File: config.mk
export PLATFORM = sky130hd
export DESIGN_NAME = multi_cycle_accumulator
export DESIGN_NICKNAME = d
export VERILOG_FILES = /design/src/rtl/multi_cycle_pkg.sv /design/src/rtl/multi_cycle_addsub_step.sv /design/src/rtl/multi_cycle_accumulator.sv
export SDC_FILE = /design/constraint.sdc
export NUM_CORES = 1
export LEC_CHECK = 0
export CORE_ASPECT_RATIO = 1.1
export CORE_UTILIZATION = 52
export DETAILED_ROUTE_END_ITERATION = 6
export PLACE_DENSITY_LB_ADDON = 0.25
export SETUP_SLACK_MARGIN = 0.4
export SLEW_MARGIN = 15
export SYNTH_ARGS = -nofsm -noshare
export SYNTH_HDL_FRONTEND = slang
export SYNTH_SLANG_ARGS = --single-unit
File: constraint.sdc
create_clock -name clock -period 3.9 [get_ports clock]
set_clock_uncertainty 0.2 [all_clocks]
set_input_delay 0.78 -clock clock [delete_from_list [all_inputs] [get_ports clock]]
set_output_delay 0.78 -clock clock [all_outputs]
set_load 0.005 [all_outputs]
File: src/rtl/multi_cycle_pkg.sv
// multi_cycle_pkg
// Shared definitions for the multi-cycle accumulator slice:
//   - state_t       : controller states (IDLE, RUN)
//   - signed_ovf()  : signed overflow of one add/subtract step, from sign bits
//   - sat_limit()   : saturation bound for a given width, sign-extended to
//                     SAT_MAX_W bits so callers can truncate to their own width
// Optional build macro used by the slice: MULTI_CYCLE_ACC_SATURATE_EN
package multi_cycle_pkg;

  typedef enum logic {
    IDLE = 1'b0,
    RUN  = 1'b1
  } state_t;

  // Widest operand width for which sat_limit() can produce a bound.
  localparam int SAT_MAX_W = 64;

  // Add overflows when both inputs share a sign and the sum's sign differs.
  // Subtract overflows when the inputs differ in sign and the difference's
  // sign differs from the accumulator's.
  function automatic logic signed_ovf(input logic acc_msb,
                                      input logic opd_msb,
                                      input logic res_msb,
                                      input logic sub);
    if (sub) begin
      return (acc_msb != opd_msb) && (res_msb != acc_msb);
    end
    return (acc_msb == opd_msb) && (res_msb != acc_msb);
  endfunction

  // negative=0 -> +2^(w-1)-1, negative=1 -> -2^(w-1), sign-extended.
  function automatic logic [SAT_MAX_W-1:0] sat_limit(input int w, input logic negative);
    logic [SAT_MAX_W-1:0] lim;
    lim = '0;
    for (int b = 0; b < SAT_MAX_W; b++) begin
      lim[b] = (b < w - 1) ? ~negative : negative;
    end
    return lim;
  endfunction

endpackage

File: src/rtl/multi_cycle_addsub_step.sv
// multi_cycle_addsub_step
// One W-bit two's-complement add/subtract step of the accumulator.
// Ports:
//   acc        in  W  current accumulator value
//   operand    in  W  operand for this step
//   sub        in  1  1: acc - operand, 0: acc + operand
//   next_value out W  new accumulator value (wrapped, or clamped when saturating)
//   step_ovf   out 1  signed overflow of this step
// Build macro: MULTI_CYCLE_ACC_SATURATE_EN clamps overflowing steps to the
// signed range instead of wrapping.
module multi_cycle_addsub_step
  import multi_cycle_pkg::*;
#(
  parameter int W = 8
) (
  input  logic [W-1:0] acc,
  input  logic [W-1:0] operand,
  input  logic         sub,
  output logic [W-1:0] next_value,
  output logic         step_ovf
);

  logic [W-1:0] raw_value;

  assign raw_value = sub ? (acc - operand) : (acc + operand);
  assign step_ovf  = signed_ovf(acc[W-1], operand[W-1], raw_value[W-1], sub);

`ifdef MULTI_CYCLE_ACC_SATURATE_EN
  localparam logic [W-1:0] SAT_POS = W'(sat_limit(W, 1'b0));
  localparam logic [W-1:0] SAT_NEG = W'(sat_limit(W, 1'b1));

  // On overflow the true result always has the accumulator's sign.
  assign next_value = step_ovf ? (acc[W-1] ? SAT_NEG : SAT_POS) : raw_value;
`else
  assign next_value = raw_value;
`endif

endmodule

File: src/rtl/multi_cycle_accumulator.sv
// multi_cycle_accumulator
// Folds N signed W-bit operands into one result using a single shared
// add/subtract step, one operand per clock. Operand 0 loads directly; every
// later operand i is added, or subtracted when op_sub[i]=1.
// Ports:
//   clock    in  1    rising-edge clock
//   reset    in  1    asynchronous active-high reset
//   start    in  1    request, sampled only while busy=0
//   op_sub   in  N    per-operand subtract select (bit 0 ignored)
//   operands in  N*W  operand i at [i*W +: W]
//   busy     out 1    operation in progress
//   done     out 1    one-cycle pulse when result is final
//   result   out W    accumulator, held until the next accepted start
//   overflow out 1    sticky signed overflow of the current/last operation
// Build macro: MULTI_CYCLE_ACC_SATURATE_EN (saturating steps, see sub-module).
module multi_cycle_accumulator
  import multi_cycle_pkg::*;
#(
  parameter int W = 8,
  parameter int N = 4
) (
  input  logic           clock,
  input  logic           reset,
  input  logic           start,
  input  logic [N-1:0]   op_sub,
  input  logic [N*W-1:0] operands,
  output logic           busy,
  output logic           done,
  output logic [W-1:0]   result,
  output logic           overflow
);

  localparam int IDX_W = (N > 1) ? $clog2(N) : 1;
  localparam logic [IDX_W-1:0] LAST_IDX = IDX_W'(N - 1);

  state_t           state_q,    state_d;
  logic [IDX_W-1:0] index_q,    index_d;
  logic [N*W-1:0]   ops_q,      ops_d;
  logic [N-1:0]     sub_q,      sub_d;
  logic [W-1:0]     result_q,   result_d;
  logic             overflow_q, overflow_d;
  logic             busy_q,     busy_d;
  logic             done_q,     done_d;

  logic [W-1:0] op_arr [N];
  logic [W-1:0] cur_op;
  logic         cur_sub;
  logic [W-1:0] step_value;
  logic         step_ovf;

  genvar gi;
  generate
    for (gi = 0; gi < N; gi++) begin : g_unpack
      assign op_arr[gi] = ops_q[gi*W +: W];
    end

    // With a single operand there is no RUN phase, so the index is never used.
    if (N > 1) begin : g_sel
      assign cur_op  = op_arr[index_q];
      assign cur_sub = sub_q[index_q];
    end else begin : g_sel_single
      assign cur_op  = op_arr[0];
      assign cur_sub = 1'b0;
    end
  endgenerate

  multi_cycle_addsub_step #(
    .W(W)
  ) u_step (
    .acc       (result_q),
    .operand   (cur_op),
    .sub       (cur_sub),
    .next_value(step_value),
    .step_ovf  (step_ovf)
  );

  always_comb begin
    state_d    = state_q;
    index_d    = index_q;
    ops_d      = ops_q;
    sub_d      = sub_q;
    result_d   = result_q;
    overflow_d = overflow_q;
    busy_d     = busy_q;
    done_d     = 1'b0;

    case (state_q)
      IDLE: begin
        if (start) begin
          // Snapshot the whole request so later input changes cannot leak in.
          ops_d      = operands;
          sub_d      = op_sub;
          result_d   = operands[W-1:0];
          overflow_d = 1'b0;
          index_d    = IDX_W'(1);
          if (N == 1) begin
            done_d = 1'b1;
          end else begin
            busy_d  = 1'b1;
            state_d = RUN;
          end
        end
      end
      RUN: begin
        result_d   = step_value;
        overflow_d = overflow_q | step_ovf;
        index_d    = index_q + 1'b1;
        if (index_q == LAST_IDX) begin
          done_d  = 1'b1;
          busy_d  = 1'b0;
          state_d = IDLE;
        end
      end
      default: begin
        state_d = IDLE;
        busy_d  = 1'b0;
      end
    endcase
  end

  always_ff @(posedge clock or posedge reset) begin
    if (reset) begin
      state_q    <= IDLE;
      index_q    <= '0;
      ops_q      <= '0;
      sub_q      <= '0;
      result_q   <= '0;
      overflow_q <= 1'b0;
      busy_q     <= 1'b0;
      done_q     <= 1'b0;
    end else begin
      state_q    <= state_d;
      index_q    <= index_d;
      ops_q      <= ops_d;
      sub_q      <= sub_d;
      result_q   <= result_d;
      overflow_q <= overflow_d;
      busy_q     <= busy_d;
      done_q     <= done_d;
    end
  end

  assign busy     = busy_q;
  assign done     = done_q;
  assign result   = result_q;
  assign overflow = overflow_q;

endmodule

==> results of run 1 <==
==> final cells by class <==
| type | count | area, um2 | area share (%) |
|---|---|---|---|
| Multi-Input combinational cell | 138 | 1320 | 40.0 |
| Timing Repair Buffer | 53 | 520 | 15.8 |
| Clock buffer | 5 | 68.8 | 2.08 |
| Sequential cell | 50 | 1250 | 38.0 |
| Tap cell | 56 | 70.1 | 2.12 |
| Clock inverter | 3 | 40.0 | 1.21 |
| Inverter | 7 | 26.3 | 0.796 |
==> metal layers <==
metal	global-route usage, %	routed length, um	share of wire [%]
met2	32.4	2430	48
met4	6.60	68	1.4
met5	0	0	0
met3	4.73	207	4.1
met1	28.2	2320	46
==> registers in the layout (all words and copies together) (netlist names) <==
register	count
state_q	1
overflow	1
ops_q	32
result	8
index_q	2
sub_q	4
done	1
busy	1
==> worst reg2reg max path, delay by kind of cell, from the launching register on <==
kind / cells / cell delay (ps)
fa+ha+maj: 1 / 320
compound gates: 2 / 280
flops: 1 / 470
mux: 2 / 730
simple gates: 4 / 690
xor+xnor: 3 / 450
==> cell usage after synthesis <==
cell                        instances
sky130_fd_sc_hd__mux4_2             2
sky130_fd_sc_hd__nor4_4             1
sky130_fd_sc_hd__dfrtp_1           50
sky130_fd_sc_hd__nor3_1             2
sky130_fd_sc_hd__xnor2_1            7
sky130_fd_sc_hd__nand2_1            7
sky130_fd_sc_hd__fa_1               1
sky130_fd_sc_hd__buf_2              2
sky130_fd_sc_hd__nor3b_2            1
sky130_fd_sc_hd__xor2_1             6
sky130_fd_sc_hd__inv_1              7
sky130_fd_sc_hd__mux2i_1            7
sky130_fd_sc_hd__o221ai_1           1
sky130_fd_sc_hd__or2b_1             1
sky130_fd_sc_hd__clkbuf_1           4
sky130_fd_sc_hd__nand3_1            3
sky130_fd_sc_hd__a21o_1             2
sky130_fd_sc_hd__ha_1               9
sky130_fd_sc_hd__o2111ai_1          1
sky130_fd_sc_hd__and2_1             1
sky130_fd_sc_hd__buf_1              2
sky130_fd_sc_hd__mux4_1             7
sky130_fd_sc_hd__or3_1              1
sky130_fd_sc_hd__nor4_1             1
sky130_fd_sc_hd__buf_6              1
sky130_fd_sc_hd__or2_1              1
sky130_fd_sc_hd__or2_0              1
sky130_fd_sc_hd__a211oi_1           3
sky130_fd_sc_hd__a21oi_1            8
sky130_fd_sc_hd__a31oi_1            1
sky130_fd_sc_hd__o21bai_1           2
sky130_fd_sc_hd__nor2_1            12
sky130_fd_sc_hd__mux2_2            36
sky130_fd_sc_hd__buf_4              1
sky130_fd_sc_hd__o21ai_0            7
sky130_fd_sc_hd__nor2b_1            4
sky130_fd_sc_hd__o21a_1             2
==> through the flow <==
stage	worst slack, ps	hold slack (ps)	utilization (%)	instance area, um2	instances
after floorplan	828	272	-	2640	205
after global placement	425	283	66.8	3170	302
after detailed placement	403	291	66.8	3170	302
after CTS	516	311	69.1	3280	310
after global routing	419	325	69.5	3300	312
final	617	306	69.5	3300	312
==> kinds of logic after synthesis <==
group	after synthesis
AOI/OAI and AO/OA	27
xor gates and xnor gates	13
adders and majority gates	10
buffers and inverters	17
DFF	50
muxes	52
and+or+nand+nor	36
==> final timing paths <==
path / start / endpoint / slack (ps)
max: index_q[1]$_DFFE_PP0P_ / result[7]$_DFFE_PP0P_ / 620
min: busy$_DFFE_PP0P_ / busy$_DFFE_PP0P_ / 310
max reg2reg: index_q[1]$_DFFE_PP0P_ / result[7]$_DFFE_PP0P_ / 620
min reg2reg: busy$_DFFE_PP0P_ / busy$_DFFE_PP0P_ / 310
max in group asynchronous: reset / index_q[1]$_DFFE_PP0P_ / 1950
min in group asynchronous: reset / ops_q[16]$_DFFE_PP0P_ / 840
==> timing repair <==
| item | 4_1_cts | 5_1_grt |
|---|---|---|
| gates resized for setup | 2 | 4 |
| endpoints found under the setup margin | 1 | 2 |
| buffers inserted | 0 | 2 |
| endpoints found under the hold margin | 0 | 0 |
==> summary.md, run 1 <==
| Metric | Value |
|---|---|
| Post-route minimum period | 3280 ps |
| Std cell rows | 26 |
| Count of inserted antenna diode cells | 0 |
| Setup TNS Final | 0 ps |
| Synthesis Warnings | 0 |
| Vias in the first global route | around 1700 |
| Number of buffers on the longest clock path | 2 |
| Number of buffer cells added on primary ports | 49 |
| Final worst-path cycle share | between 80% and 90% |
| Count of hold-fix buffers inserted at cts | 0 |
| Ratio of cells with drive above 1 in the final layout | between 20% and 30% |
| Slowest-stage cell, CP | sky130_fd_sc_hd__mux4_1 |
| Count of state elements after synthesis | 50 |
| Largest net degree at the start of global routing | about 50 |
| Mapped Avg Cell Area | 12.9 um2 |
| Peak fanout along the critical path | 7 |
| Global-route wire length before repair | around 8.6 mm |
| Dominant cells by area after synthesis | sky130_fd_sc_hd__dfrtp_1 47%, sky130_fd_sc_hd__mux2_2 15%, sky130_fd_sc_hd__mux4_1 7.0% |
| Portion of synthesized cell area occupied by the leading cell type | a little under half |
| Total Nets Final | between 300 and 400 |
| Effective utilization at floorplan | 55.6% |
| Post-synth net total | about 250 |
| Filler instances | ~350 |
| Worst slew margin | a little under a third |
| Clock buffer count from CTS | 5 |
| Via/cell ratio | around 5.7 |
| Top-level port count | 50 |
| Area leader, netlist | sky130_fd_sc_hd__dfrtp_1 |
| Count of different cell masters after synthesis | 37 |
| Required time of the worst setup path | around 3900 ps |
| Number of endpoints with negative hold slack in the final report | 0 |
| Placed wire-length estimate | 3.69 mm |
| DIE AREA | about 0.0054 mm2 |
| Worst Path Arrival | approximately 3200 ps |
| Clk root buf | sky130_fd_sc_hd__clkbuf_8 |
| Layout overhead on the synthesized area | 25.0% |
| RSZ-0062 raised after global routing | no |
| Proportion of synthesized area in mux cells | about a quarter |
| Total setup violations reported at the end of the flow | 0 |
| Area of the core | approximately 0.0047 mm2 |
| Antenna-violating nets left | 0 |
| Area share of fa/ha/maj cells after synthesis | under 10% |
| Seq/Total Area, Yosys | 47.4% |
| Path length in cells of the critical path | 12 |
| Simple logic cell fraction of the synthesized area | ~7.3% |
| Post-synthesis instance area | ~0.0026 mm2 |
| Top delay family on crit path | multiplexers |
| Number of maximum-capacitance violations | 0 |
| Dominant cell type by count on the critical path | sky130_fd_sc_hd__xnor2_1 |
| Hold-critical path depth | 2 |
| Critical Setup Path Class | register to register |
| Wirelength, routed | 5.03 mm |
| Number of DRC violations after detailed-routing iteration 0 | 81 |
| Tightest Pin Transition | 1040 ps |
| Placer congestion estimate | approximately 0.8 |
| Post-route DRC violation count | 0 |
| TritonCTS clock tree | yes |
| Hold Crit Class | register to register |
| H-tree depth reported by CTS | 2 |
| Status | finished clean |
| GRT Residual Overflow | 0 |
| Number of cells on the worst reg-to-reg path | 12 |
| Synth Area in Compound Gates | around 6.3% |
| Die outline height | 76.7 um |
| Cell-by-cell trace of the critical path | mux4_1, or2_1, nor4_1, nor2_1, xnor2_1, ha_1, o21a_1, nor2_1, a31oi_2, xnor2_1, xnor2_1, mux2i_1 |
| Antenna violations before repair | 0 |
| Wire per inst | ~16 um |
| Most common library cell in the layout ignoring fill and taps | sky130_fd_sc_hd__clkdlybuf4s50_1 |
| Commonest cells after routing, fill and taps aside | 49 x sky130_fd_sc_hd__clkdlybuf4s50_1, 48 x sky130_fd_sc_hd__dfrtp_1, 36 x sky130_fd_sc_hd__mux2_2 |
| Via count of the routed design | around 1800 |
| Highest cell delay on the worst timing path | 630 ps |
| Synth Area in XOR/XNOR | approximately 4.3% |
| Global-route usage over all layers | 20.5% |
| Clock transition at the register clock pins on the worst setup and hold paths after CTS | 90 ps |
| Num Clock Sinks | 50 |
| Die extent in x | 69.9 um |
| Skew-Pair Late Insertion Delay | ~300 ps |
| Drt first pass iters | 4 |
| Instance count of the mapped netlist | ~210 |
| Buf/Inv on CP | 0 |
| Max-slew violations | 0 |
| Highest clock frequency the design can meet | between 300 and 400 MHz |
| Sort of element at the end of the critical path | register |
| CP startpoint kind | register |
| Dominant combinational cell family by area after synthesis | multiplexers |
Power of run 1 is not shown: default switching activity piles up to over one toggle a cycle in this logic, so the estimate is an artifact.
==> run 2, diff against run 1 <==
Settings changed: CORE_UTILIZATION 52 to 47.
Clock period 3.9 ns to 2.9 ns, I/O delays scaled along.
==> run 2 against run 1 <==
Effect of this change:
- worst setup slack got worse by 810 ps
- global-route usage rose by 1.5 points
- cell area increased by 15%
- critical path type unchanged
- utilization grew 1.1 points
- the flow now finishes with violations (negative setup slack)
==> summary.md, run 2 (synthesized netlist as in run 1, its figures left out) <==
| Metric | Value |
|---|---|
| Clk root buf | sky130_fd_sc_hd__clkbuf_8 |
| Critical Setup Path Class | register to register |
| Total area of multi-input combinational cells | between 0.001 and 0.0015 mm2 |
| Number of DRC violations after detailed-routing iteration 0 | 90 |
| Commonest cells after routing, fill and taps aside | 49 x sky130_fd_sc_hd__clkdlybuf4s50_1, 48 x sky130_fd_sc_hd__dfrtp_1, 36 x sky130_fd_sc_hd__mux2_2 |
| Die extent in x | 73.5 um |
| H-tree depth reported by CTS | 2 |
| Number of buffer cells added on primary ports | just under 50 |
| Placer congestion estimate | roughly 0.77 |
| Buf/Inv on CP | 5 |
| Slowest-stage cell, CP | sky130_fd_sc_hd__mux4_2 |
| Ratio of cells with drive above 1 in the final layout | 41.2% |
| Area of all sequential standard cells | around 0.0013 mm2 |
| Die outline height | 80.6 um |
| Num Clock Sinks | 50 |
| Count of inserted antenna diode cells | 0 |
| Biggest register | ops_q |
| Count of hold-fix buffers inserted at cts | 0 |
| Area of the core | approximately 0.0054 mm2 |
| Total Nets Final | 340 |
| Setup WS post-layout | -192 ps |
| Wire per inst | about 16 um |
| Highest clock frequency the design can meet | roughly 320 MHz |
| Number of maximum-capacitance violations | 0 |
| Worst slew margin | 62.8% |
| GRT Residual Overflow | 0 |
| Global-route wire length before repair | 9.60 mm |
| Layout overhead on the synthesized area | 44.2% |
| Setup TNS Final | -668 ps |
| Global-route usage over all layers | about 22% |
| Highest cell delay on the worst timing path | between 500 and 600 ps |
| Sort of element at the end of the critical path | register |
| Top delay family on crit path | buffers and inverters |
| Final worst-path cycle share | 107% |
| Placed wire-length estimate | about 4.1 mm |
| Post-route DRC violation count | 0 |
| DIE AREA | 0.00592 mm2 |
| Tightest Pin Transition | 558 ps |
| CP startpoint kind | register |
| Clock buffer count from CTS | 5 |
| Effective utilization at floorplan | roughly half |
| Total setup violations reported at the end of the flow | 4 |
| Worst Path Arrival | roughly 3100 ps |
| Layout Cell Area excl Fill | 0.00381 mm2 |
| Std cell rows | 28 |
| Antenna-violating nets left | 0 |
| Number of endpoints with negative hold slack in the final report | 0 |
| Cell-by-cell trace of the critical path | buf_6, mux4_2, buf_4, nor2_2, a21oi_1, xnor2_1, ha_1, buf_4, buf_4, inv_1, o21bai_1, a21oi_1, xor2_1, a21oi_1 |
| Post-route minimum period | 3090 ps |
| Via count of the routed design | between 1500 and 2000 |
| Antenna violations before repair | 0 |
| Largest net degree at the start of global routing | 39 |
| Peak fanout along the critical path | 3 |
| Via/cell ratio | between 5 and 6 |
| Flip-flop count of the largest register, all copies and words added | 32 |
| Most common library cell in the layout ignoring fill and taps | sky130_fd_sc_hd__clkdlybuf4s50_1 |
| Final cell utilization of the core | between 70% and 80% |
| TritonCTS clock tree | yes |
| Skew-Pair Late Insertion Delay | 320 ps |
| Filler instances | 386 |
| Area after detailed placement | approximately 0.0034 mm2 |
| Status | finished, violations left |
| Drt first pass iters | 4 |
| Hold Crit Class | register to register |
| Top-level port count | 50 |
| Number of buffers on the longest clock path | 2 |
| Clock transition at the register clock pins on the worst setup and hold paths after CTS | 100 ps |
| Wirelength, routed | 5.94 mm |
| RSZ-0062 raised after global routing | yes |
| Max-slew violations | 0 |
| Violated checks | negative setup slack |
| Required time of the worst setup path | 2910 ps |
| Vias in the first global route | 1971 |
run 2: area by class of cell:
cell class	instances	share of cell area, %
inverter	7	0.756
clock inverter	1	0.789
timing repair buffer	89	22.8
clock buffer	6	2.17
sequential	50	32.9
tap	75	2.46
multi-input combinational	138	38.1
run 2: worst reg2reg max path, stage by stage (launching register included):
cell and delay (ps):
sky130_fd_sc_hd__dfrtp_2 420, sky130_fd_sc_hd__buf_6 120, sky130_fd_sc_hd__mux4_2 560, sky130_fd_sc_hd__buf_4 180, sky130_fd_sc_hd__nor2_2 100, sky130_fd_sc_hd__a21oi_1 80, sky130_fd_sc_hd__xnor2_1 130, sky130_fd_sc_hd__ha_1 360
sky130_fd_sc_hd__buf_4 160, sky130_fd_sc_hd__buf_4 130, sky130_fd_sc_hd__inv_1 60, sky130_fd_sc_hd__o21bai_1 70, sky130_fd_sc_hd__a21oi_1 170, sky130_fd_sc_hd__xor2_1 160, sky130_fd_sc_hd__a21oi_1 80
run 2: layer usage:
| metal | global-route usage [%] | vias to the layer above | wire (um) |
|---|---|---|---|
| li1 | - | 904 | - |
| met5 | 0 | - | 0 |
| met2 | 37.5 | 45 | 3010 |
| met4 | 7.88 | 0 | 135 |
| met1 | 28.3 | 959 | 2610 |
| met3 | 3.14 | 12 | 182 |
run 2: worst paths after layout:
| kind | startpoint | end | slack (ps) | cells past startpoint |
|---|---|---|---|---|
| worst max-delay path | index_q[1]$_DFFE_PP0P_ | result[6]$_DFFE_PP0P_ | -190 | 14 |
| worst min-delay path | ops_q[19]$_DFFE_PP0P_ | ops_q[19]$_DFFE_PP0P_ | 310 | 1 |
| worst max register to register | index_q[1]$_DFFE_PP0P_ | result[6]$_DFFE_PP0P_ | -190 | 14 |
| worst min register to register | ops_q[19]$_DFFE_PP0P_ | ops_q[19]$_DFFE_PP0P_ | 310 | 1 |
| max in group asynchronous | reset | index_q[1]$_DFFE_PP0P_ | 1500 | 3 |
| min in group asynchronous | reset | ops_q[27]$_DFFE_PP0P_ | 450 | 2 |
run 2: timing repair:
action | CTS | global route
buffers inserted | 13 | 5
gates resized for setup | 29 | 18
pin swaps | 15 | 13
endpoints found under the setup margin | 8 | 8
run 2: through the flow:
stage / cells / setup WS (ps) / hold slack (ps)
after CTS: 361 / -153 / 311
final: 366 / -192 / 309
after detailed placement: 341 / -389 / 291
after floorplan: 205 / -115 / 272
after global placement: 341 / -252 / 284
after global routing: 366 / -335 / 323
Power of run 2 is left out for the same reason.
